--- config.mk ---
export PLATFORM = sky130hd
export DESIGN_NAME = nvram_upload_ctrl
export DESIGN_NICKNAME = d
export VERILOG_FILES = /design/src/rtl/nvram_pkg.sv /design/src/rtl/nvram_settle_cnt.sv /design/src/rtl/nvram_upload_ctrl.sv
export SDC_FILE = /design/constraint.sdc
export NUM_CORES = 1
export LEC_CHECK = 0
export BUFFER_PORTS_ARGS = -buffer_cell sky130_fd_sc_hd__buf_4
export CAP_MARGIN = 20
export CORE_ASPECT_RATIO = 1.25
export CORE_UTILIZATION = 53
export DETAILED_ROUTE_END_ITERATION = 7
export PLACE_DENSITY = 0.84
export SLEW_MARGIN = 20
export SYNTH_ARGS = -nofsm -noshare
export SYNTH_HDL_FRONTEND = slang
export SYNTH_SLANG_ARGS = --single-unit
--- constraint.sdc ---
create_clock -name clk_sys -period 4.9 [get_ports clk_sys]
set_input_delay 0.49 -clock clk_sys [delete_from_list [all_inputs] [get_ports clk_sys]]
set_output_delay 0.49 -clock clk_sys [all_outputs]
set_load 0.05 [all_outputs]
--- src/rtl/nvram_pkg.sv ---
// ============================================================================
// Module  : nvram_pkg
// Brief   : Shared FSM encoding, default file index and pad constant for the
//           CMOS upload/restore controller.
// Revision: 1.0 - initial release
// ============================================================================
`default_nettype none

package nvram_pkg;

    typedef enum logic [2:0] {
        ST_IDLE   = 3'd0,
        ST_SETTLE = 3'd1,
        ST_READY  = 3'd2,
        ST_READ   = 3'd3,
        ST_WACK   = 3'd4
    } nv_state_e;

    localparam int         c_NV_INDEX_DEFAULT = 4;
    localparam logic [7:0] c_PAD_BYTE         = 8'hFF;

    // Counter width able to hold the larger of the two load values.
    function automatic int nv_cnt_width(input int a, input int b);
        int m;
        m = (a > b) ? a : b;
        return (m < 1) ? 1 : $clog2(m + 1);
    endfunction

endpackage

`default_nettype wire

--- src/rtl/nvram_settle_cnt.sv ---
// ============================================================================
// Module  : nvram_settle_cnt
// Brief   : Loadable down-counter; done is high whenever the count is zero.
// Revision: 1.0 - initial release
// ============================================================================
`default_nettype none

module nvram_settle_cnt #(
    parameter int WIDTH = 5
) (
    input  logic             clk_sys,
    input  logic             reset,
    input  logic             load,
    input  logic [WIDTH-1:0] load_val,
    output logic             done
);

    logic [WIDTH-1:0] r_count;

    always_ff @(posedge clk_sys or posedge reset) begin
        if (reset) begin
            r_count <= '0;
        end else if (load) begin
            r_count <= load_val;
        end else if (r_count != '0) begin
            r_count <= r_count - 1'b1;
        end
    end

    assign done = (r_count == '0);

endmodule

`default_nettype wire

--- src/rtl/nvram_upload_ctrl.sv ---
// ============================================================================
// Module  : nvram_upload_ctrl
// Brief   : Bridges the hps_io ioctl file channel to the CMOS RAM port for
//           save/restore; optional dirty tracking under NVRAM_DIRTY_EN.
// Revision: 1.0 - initial release
// ============================================================================
`default_nettype none

module nvram_upload_ctrl
    import nvram_pkg::*;
#(
    parameter int ADDR_W       = 10,
    parameter int DATA_W       = 4,
    parameter int NV_INDEX     = c_NV_INDEX_DEFAULT,
    parameter int RD_LATENCY   = 2,
    parameter int PAUSE_CYCLES = 16
) (
    input  logic              clk_sys,
    input  logic              reset,
    input  logic              ioctl_upload,
    input  logic              ioctl_download,
    input  logic [15:0]       ioctl_index,
    input  logic [24:0]       ioctl_addr,
    input  logic              ioctl_rd,
    input  logic              ioctl_wr,
    input  logic [7:0]        ioctl_dout,
    output logic [7:0]        ioctl_din,
    output logic              ioctl_wait,
    output logic              cpu_pause,
    output logic [ADDR_W-1:0] nv_addr,
    input  logic [DATA_W-1:0] nv_rdata,
    output logic [DATA_W-1:0] nv_wdata,
    output logic              nv_we,
    input  logic              game_nv_we,
    output logic              nv_dirty
);

    localparam int CNT_W = nv_cnt_width(PAUSE_CYCLES, RD_LATENCY);

    localparam logic [2:0] c_ST_IDLE   = ST_IDLE;
    localparam logic [2:0] c_ST_SETTLE = ST_SETTLE;
    localparam logic [2:0] c_ST_READY  = ST_READY;
    localparam logic [2:0] c_ST_READ   = ST_READ;
    localparam logic [2:0] c_ST_WACK   = ST_WACK;

    logic [2:0]        r_state;
    logic [7:0]        r_din;
    logic              r_wait;
    logic [ADDR_W-1:0] r_addr;
    logic [DATA_W-1:0] r_wdata;
    logic              r_we;

    // Request captured during SETTLE, replayed once the RAM port is ours.
    logic              r_pend;
    logic              r_pend_wr;
    logic              r_pend_oor;
    logic [ADDR_W-1:0] r_pend_addr;
    logic [DATA_W-1:0] r_pend_data;

    logic              w_sel;
    logic              w_live_req;
    logic              w_live_oor;
    logic              w_req_valid;
    logic              w_req_wr;
    logic              w_req_oor;
    logic [ADDR_W-1:0] w_req_addr;
    logic [DATA_W-1:0] w_req_data;
    logic              w_cnt_load;
    logic [CNT_W-1:0]  w_cnt_val;
    logic              w_cnt_done;
    logic [7:0]        w_rd_byte;
    logic              w_unused;

    assign w_sel      = (ioctl_upload | ioctl_download) && (ioctl_index == 16'(NV_INDEX));
    assign w_live_req = w_sel & (ioctl_rd | ioctl_wr);
    assign w_live_oor = |(ioctl_addr >> ADDR_W);

    assign w_req_valid = r_pend | w_live_req;
    assign w_req_wr    = r_pend ? r_pend_wr   : ioctl_wr;
    assign w_req_oor   = r_pend ? r_pend_oor  : w_live_oor;
    assign w_req_addr  = r_pend ? r_pend_addr : ioctl_addr[ADDR_W-1:0];
    assign w_req_data  = r_pend ? r_pend_data : ioctl_dout[DATA_W-1:0];

    // One counter serves both the settle delay and the read latency.
    assign w_cnt_load = ((r_state == c_ST_IDLE) && w_sel) ||
                        ((r_state == c_ST_READY) && w_req_valid && !w_req_wr && !w_req_oor);
    assign w_cnt_val  = (r_state == c_ST_IDLE) ? CNT_W'(PAUSE_CYCLES) : CNT_W'(RD_LATENCY);

    nvram_settle_cnt #(
        .WIDTH    (CNT_W)
    ) u_cnt (
        .clk_sys  (clk_sys),
        .reset    (reset),
        .load     (w_cnt_load),
        .load_val (w_cnt_val),
        .done     (w_cnt_done)
    );

    generate
        if (DATA_W < 8) begin : g_pad
            assign w_rd_byte = {c_PAD_BYTE[7:DATA_W], nv_rdata};
        end else begin : g_full
            assign w_rd_byte = nv_rdata[7:0];
        end
    endgenerate

    always_ff @(posedge clk_sys or posedge reset) begin
        if (reset) begin
            r_state     <= c_ST_IDLE;
            r_din       <= 8'h00;
            r_wait      <= 1'b0;
            r_addr      <= '0;
            r_wdata     <= '0;
            r_we        <= 1'b0;
            r_pend      <= 1'b0;
            r_pend_wr   <= 1'b0;
            r_pend_oor  <= 1'b0;
            r_pend_addr <= '0;
            r_pend_data <= '0;
        end else begin
            r_we <= 1'b0;
            case (r_state)
                c_ST_IDLE: begin
                    if (w_sel) begin
                        r_state <= c_ST_SETTLE;
                    end
                end
                c_ST_SETTLE: begin
                    if (!r_pend && w_live_req) begin
                        r_pend      <= 1'b1;
                        r_pend_wr   <= ioctl_wr;
                        r_pend_oor  <= w_live_oor;
                        r_pend_addr <= ioctl_addr[ADDR_W-1:0];
                        r_pend_data <= ioctl_dout[DATA_W-1:0];
                        r_wait      <= 1'b1;
                    end
                    if (w_cnt_done) begin
                        r_state <= c_ST_READY;
                    end
                end
                c_ST_READY: begin
                    if (w_req_valid) begin
                        r_pend <= 1'b0;
                        if (w_req_wr) begin
                            r_wait  <= 1'b1;
                            r_state <= c_ST_WACK;
                            if (!w_req_oor) begin
                                r_addr  <= w_req_addr;
                                r_wdata <= w_req_data;
                                r_we    <= 1'b1;
                            end
                        end else if (w_req_oor) begin
                            r_din  <= c_PAD_BYTE;
                            r_wait <= 1'b0;
                        end else begin
                            r_addr  <= w_req_addr;
                            r_wait  <= 1'b1;
                            r_state <= c_ST_READ;
                        end
                    end else if (!w_sel) begin
                        r_state <= c_ST_IDLE;
                    end
                end
                c_ST_READ: begin
                    if (w_cnt_done) begin
                        r_din   <= w_rd_byte;
                        r_wait  <= 1'b0;
                        r_state <= c_ST_READY;
                    end
                end
                c_ST_WACK: begin
                    r_wait  <= 1'b0;
                    r_state <= c_ST_READY;
                end
                default: begin
                    r_state <= c_ST_IDLE;
                end
            endcase
        end
    end

    assign ioctl_din  = r_din;
    assign ioctl_wait = r_wait;
    assign nv_addr    = r_addr;
    assign nv_wdata   = r_wdata;
    assign nv_we      = r_we;
    // Gated by reset so the CPU is released the moment reset asserts.
    assign cpu_pause  = !reset && (w_sel || (r_state != c_ST_IDLE));

    assign w_unused = ^{ioctl_dout, game_nv_we};

`ifdef NVRAM_DIRTY_EN
    logic r_dirty;
    logic r_dl_q;
    logic w_dl_sel;
    logic w_dirty_set;
    logic w_dirty_clr;

    assign w_dl_sel    = ioctl_download && (ioctl_index == 16'(NV_INDEX));
    assign w_dirty_set = game_nv_we && !cpu_pause;
    assign w_dirty_clr = (r_dl_q && !w_dl_sel) ||
                         ((r_state == c_ST_READY) && w_req_valid && !w_req_wr &&
                          !w_req_oor && (w_req_addr == '1) && ioctl_upload);

    always_ff @(posedge clk_sys or posedge reset) begin
        if (reset) begin
            r_dirty <= 1'b0;
            r_dl_q  <= 1'b0;
        end else begin
            r_dl_q <= w_dl_sel;
            if (w_dirty_set) begin
                r_dirty <= 1'b1;
            end else if (w_dirty_clr) begin
                r_dirty <= 1'b0;
            end
        end
    end

    assign nv_dirty = r_dirty;
`else
    assign nv_dirty = 1'b0;
`endif

endmodule

`default_nettype wire

After elaboration in Yosys (flattened, before gate mapping)
Cells that the tools add are included.

Memories: 0. ROM bits: 0. Bits in latches: 0. Memory bits (writable): 0. Input bits: 60. Bits in registers: 49. Output and inout bits: 26. Logic and storage cells: 92.

Magnitude comparators: 0. Bitwise gates (word level): 5. Shifts and indexed selects: 0. Multipliers: 0. Equal/unequal tests: 14. Multiplexer cells: 30. Add/sub/neg operators: 1. Reduce and logical (&&, ||, !) cells: 30. Div/mod/pow operators: 0.

Operator list (count): 8-bit 2-to-1 mux (4); 3-bit 2-to-1 mux (6); 16-bit by 3-bit equality test with 1-bit output, second input constant (1); 8-bit one-hot mux with 2 select lines (1); 5-bit 2-to-1 mux (3); 15-bit OR reduction (1); 3-bit one-hot mux with 4 select lines (1); 4-bit AND reduction (3); 1-bit 2-to-1 mux (11); 10-bit 2-to-1 mux (1); 2-bit inequality test, second input constant (5); 1-bit logical AND (7); 3-bit by 2-bit equality test with 1-bit output, second input constant (2); 3-bit AND reduction (2); 2-bit nonzero test (3); 5-bit logical NOT (1); 5-bit AND reduction (1); 5-bit nonzero test (1); 5-bit by 1-bit subtractor with 5-bit output, second input constant (1); 1-bit logical NOT (4); 4-bit 2-to-1 mux (1); 2-bit by 1-bit inequality test with 1-bit output, second input constant (2); 4-bit inequality test, second input constant (1); 1-bit one-hot mux with 4 select lines (1); 13 further kinds (16).

Longest topological paths before layout
Word-level depth: 9. Mapped depth: 7.

Hierarchy
A second synthesis with hierarchy kept.

Cells, all modules: 200. Area total of the unflattened synthesis: 2374.8 µm².

By module, submodules not included: nvram_upload_ctrl (area an instance 2092.0 µm², cells each 172, times used 1); nvram_settle_cnt (area an instance 282.8 µm², cells each 28, times used 1).

Worst setup path before layout
No wires, ideal clock.

Path kind: input port to output port. From: input port ioctl_index[0]. To: output port cpu_pause. Data required time: 4410 ps. Cell stages on the path: 5. Data arrival time: 2013 ps. Slack: 2397 ps. Cell sequence: nor4b_4 > and3_1 > buf_2 > nand2_1 > a21oi_1.

Cells in the longest elaborated chain, start to end: 4.

RTL lines: start, declared (RTL line nvram_upload_ctrl.sv:22) `input logic [15:0] ioctl_index,`; 16-bit by 3-bit equality test with 1-bit output (RTL line nvram_upload_ctrl.sv:74) `assign w_sel = (ioctl_upload | ioctl_download) && (ioctl_index == 16'(NV_INDEX));`; 1-bit logical AND (RTL line nvram_upload_ctrl.sv:74); 1-bit logical OR (RTL line nvram_upload_ctrl.sv:188) `assign cpu_pause = !reset && (w_sel || (r_state != c_ST_IDLE));`; 1-bit logical AND (RTL line nvram_upload_ctrl.sv:188); end, declared (RTL line nvram_upload_ctrl.sv:29) `output logic cpu_pause,`.

Every way passes these cells.

Worst setup path in the final report
From: register r_pend. To: register r_addr[8], in the netlist nv_addr[8].

Cells in the longest elaborated chain, start to end: 3.

RTL lines: start, declared (RTL line nvram_upload_ctrl.sv:54) `logic r_pend;`; start signal, assigned (RTL line nvram_upload_ctrl.sv:115) `r_pend <= 1'b0;`; start signal, assigned (RTL line nvram_upload_ctrl.sv:130) `r_pend <= 1'b1;`; start signal, assigned (RTL line nvram_upload_ctrl.sv:143) `r_pend <= 1'b0;`; 1-bit 2-to-1 mux (RTL line nvram_upload_ctrl.sv:80) `assign w_req_oor = r_pend ? r_pend_oor : w_live_oor;`; 1-bit NOT (no source line); 3-bit AND reduction (no source line); end signal, assigned (RTL line nvram_upload_ctrl.sv:148) `r_addr <= w_req_addr;`; end signal, assigned (RTL line nvram_upload_ctrl.sv:156) `r_addr <= w_req_addr;`; end, declared (RTL line nvram_upload_ctrl.sv:49) `logic [ADDR_W-1:0] r_addr;`.

Parallel ways exist; a longest one is shown, timed or not. A chain may end at the register's enable or synchronous reset.

==> flow_metrics.env <==
export IMPL_status="finished clean"
export IMPL_cap_violations=0
export IMPL_period_needed_ns=2.55
export IMPL_tns_ns=0
export IMPL_nets=323
export IMPL_grt_pass1_vias=1856
export IMPL_die_area_mm2=0.00477
export IMPL_slew_headroom_pct=29.9
export IMPL_hold_viol_final=0
export IMPL_use_met1_pct=28.5
export IMPL_yosys_warnings=0
export IMPL_pre_cts_ws_ns=2.22
export IMPL_drcViolationCount=0
export IMPL_clk_root_buffer_cell="clkbuf_8"
export IMPL_r2r_start="r_pend"
export IMPL_ys_async_sr_fraction_pct=100
export IMPL_viasPerCell=5.71
export IMPL_initial_core_util_pct=56.8
export IMPL_p_per_area_mw_per_mm2=512
export IMPL_min_path_type="in2async"
export IMPL_drv_slew=0
export IMPL_row_count=26
export IMPL_ys_seq_area_share_pct=48.3
export IMPL_grt_pass1_wl_um=8380
export IMPL_synthesis_nets=250
export IMPL_worstReg2RegEnd="nv_addr[8]"
export IMPL_grt_use_total_pct=23.7
export IMPL_synth_top_area_share_pct=48.3
export IMPL_finalInstanceArea_mm2=0.00312
export IMPL_met3_usage_pct=5.40
export IMPL_gp_congestion=0.785
export IMPL_ff2ff_setup_slack_ns=2.35
export IMPL_n_antenna_cell=0
export IMPL_yosysTopAreaCell="dfrtp_1"
export IMPL_p_leak_uw=0.00152
export IMPL_cp_max_fo=23
export IMPL_crit_required_ns=5.08
export IMPL_drtIter0Drc=68
export IMPL_clk_latency_ns=0.30
export IMPL_clock_sinks=46
export IMPL_dpl_hpwl_um=3570
export IMPL_area_growth_pct=30.8
export IMPL_cts_repair_resized=0
export IMPL_grt_overflow_total=0
export IMPL_worst_pin_slew_ns=1.02
export IMPL_dp_cells=311
export IMPL_post_cts_setup_buffers=0
export IMPL_ys_ff_latch=46
export IMPL_netlist_area_mm2=0.00238
export IMPL_clk_pin_slew_ns=0.09
export IMPL_max_freq_mhz=393
export IMPL_startpoint_type="register"
export IMPL_syn_avg_cell_area_um2=12.6
export IMPL_dieWidth_um=62.0
export IMPL_ant_nets=0
export IMPL_port_buffers=79
export IMPL_clockBufferDepth=2
export IMPL_drtPass1Iterations=4
export IMPL_multiInputGateArea_mm2=0.00114
export IMPL_grt_use_met2_pct=38.6
export IMPL_cts_tree="built"
export IMPL_htreeDepth=2
export IMPL_antenna_found_initial=0
export IMPL_die_h_um=77.0
export IMPL_setup_viol=0
export IMPL_regArea_mm2=0.00115
export IMPL_io_pins=86
export IMPL_crit_type="reg2reg"
export IMPL_drive_above_1_share_pct=55.9
export IMPL_routedWlPerCell_um=16.0
export IMPL_synthCells=189
export IMPL_end_kind="register"
export IMPL_fillers=280
export IMPL_design_core_area_mm2=0.00420
export IMPL_rr_worst_depth=5
export IMPL_cts_hold_buffers=0
export IMPL_crit_arrival_ns=2.73
export IMPL_min_period_over_period_pct=52.0
export IMPL_synthTopCellsByArea="dfrtp_1, mux2_2, mux2_4"
export IMPL_fin_cells=319
export IMPL_synthFlopType="dfrtp_1"
export IMPL_vias=1821
export IMPL_rsz0062_at_grt="false"
export IMPL_power_uw=1600
export IMPL_irDropWorstVdd_mv=0.349
export IMPL_synthDistinctLibCells=48
export IMPL_wl_um=5100
export IMPL_grt_max_degree=47
export IMPL_finClkSkew_ns=0.00917
export IMPL_place_area_mm2=0.00297
export IMPL_grt_busiest_layer="met2"
export IMPL_cts_buffers=5
export IMPL_synth_edf_count=0
export IMPL_layout_setup_ws_ns=2.35
worst max path at each step:
stage	endpoint	startpoint	cells after the start
2_1_floorplan	cpu_pause	ioctl_index[0]	5
3_3_place_gp	nv_addr[7]	ioctl_addr[15]	5
3_5_place_dp	nv_addr[4]	ioctl_index[1]	6
4_1_cts	nv_addr[8]	r_pend	5
5_1_grt	nv_addr[6]	r_pend	5
6_report	nv_addr[8]	r_pend	5
sequential cells by signal, summed over array words and instances (netlist names):
| name | cells |
|---|---|
| nv_addr | 10 |
| r_pend_addr | 10 |
| ioctl_din | 5 |
| u_cnt.r_count | 5 |
| nv_wdata | 4 |
| r_pend_data | 4 |
| r_state | 3 |
| ioctl_wait | 1 |
| nv_we | 1 |
| r_pend | 1 |
| r_pend_oor | 1 |
| r_pend_wr | 1 |
routing by layer:
metal  vias up  part of all wire [%]
met5         -                     0
met4         0                   2.4
met3        12                   6.3
met2        71                    53
met1       891                    38
li1        847                     -
Yosys cell counts, types with 2 or more instances:
| cell | number |
|---|---|
| mux2i_1 | 3 |
| a21oi_1 | 4 |
| o22a_1 | 4 |
| nor4_2 | 2 |
| inv_1 | 3 |
| or3_1 | 2 |
| buf_4 | 4 |
| clkbuf_1 | 4 |
| a311oi_1 | 2 |
| nand2_1 | 6 |
| nor2_1 | 6 |
| and3_1 | 2 |
| nand3_1 | 3 |
| buf_2 | 4 |
| nor3_1 | 5 |
| nand2b_1 | 4 |
| or2_2 | 3 |
| a22o_1 | 2 |
| o21ai_0 | 5 |
| mux2_4 | 4 |
| nor4_1 | 5 |
| dfrtp_1 | 46 |
| a31oi_1 | 2 |
| mux2_2 | 39 |
| nand4_1 | 2 |
cell type report:
type	instances	share of cell area (%)
Tap cell	56	2.25
Inverter	3	0.361
Timing Repair Buffer	80	19.3
Clock buffer	6	2.65
Sequential cell	46	36.9
Multi-Input combinational cell	126	36.6
Clock inverter	2	1.93
kinds of logic (layout without fill, tap and decap cells):
logic type	count (synthesis)	in the layout	synth area share (%)
AO/OA/AOI/OAI	30	30	11.4
XOR/XNOR	1	1	0.368
AND/OR/NAND/NOR	47	47	13.2
other	1	1	0.157
flip-flops	46	46	48.3
multiplexers	46	46	22.2
adder cells (fa/ha/maj)	1	1	0.525
buffers and inverters	17	91	3.83
metrics by stage:
step / hold WS (ns) / utilization [%]
global route: 0.419 / 74.3
global placement: 0.456 / 70.9
finish: 0.406 / 74.3
floorplan: 0.444 / -
CTS: 0.419 / 74.3
detailed placement: 0.477 / 70.9
power by group:
part	switching [uW]	total [uW]	internal, uW
Combinational	445	729	284
Clock	125	343	217
Sequential	58.7	523	465
Total	629	1600	966
worst max-delay path, cell delays in order, from the launching register on:
cell,delay (ns)
dfrtp_1,0.37
buf_4,0.23
nor4_2,0.32
nand4_2,0.24
a211oi_4,0.84
mux2_2,0.42
cells in the final DEF, fill, tap and decap left out, types with 3 or more instances in the layout:
cell       n
nand3_1    3
or2_2      3
mux2_2    39
a21oi_1    4
nand2b_1   4
dfrtp_1   46
clkbuf_8   6
mux2_4     4
nor4_1     5
mux2i_1    3
nor2_1     6
o22a_1     4
o21ai_0    5
nor3_1     5
nand2_1    6
buf_4     80
No activity file was read; power rests on OpenSTA's default activity.
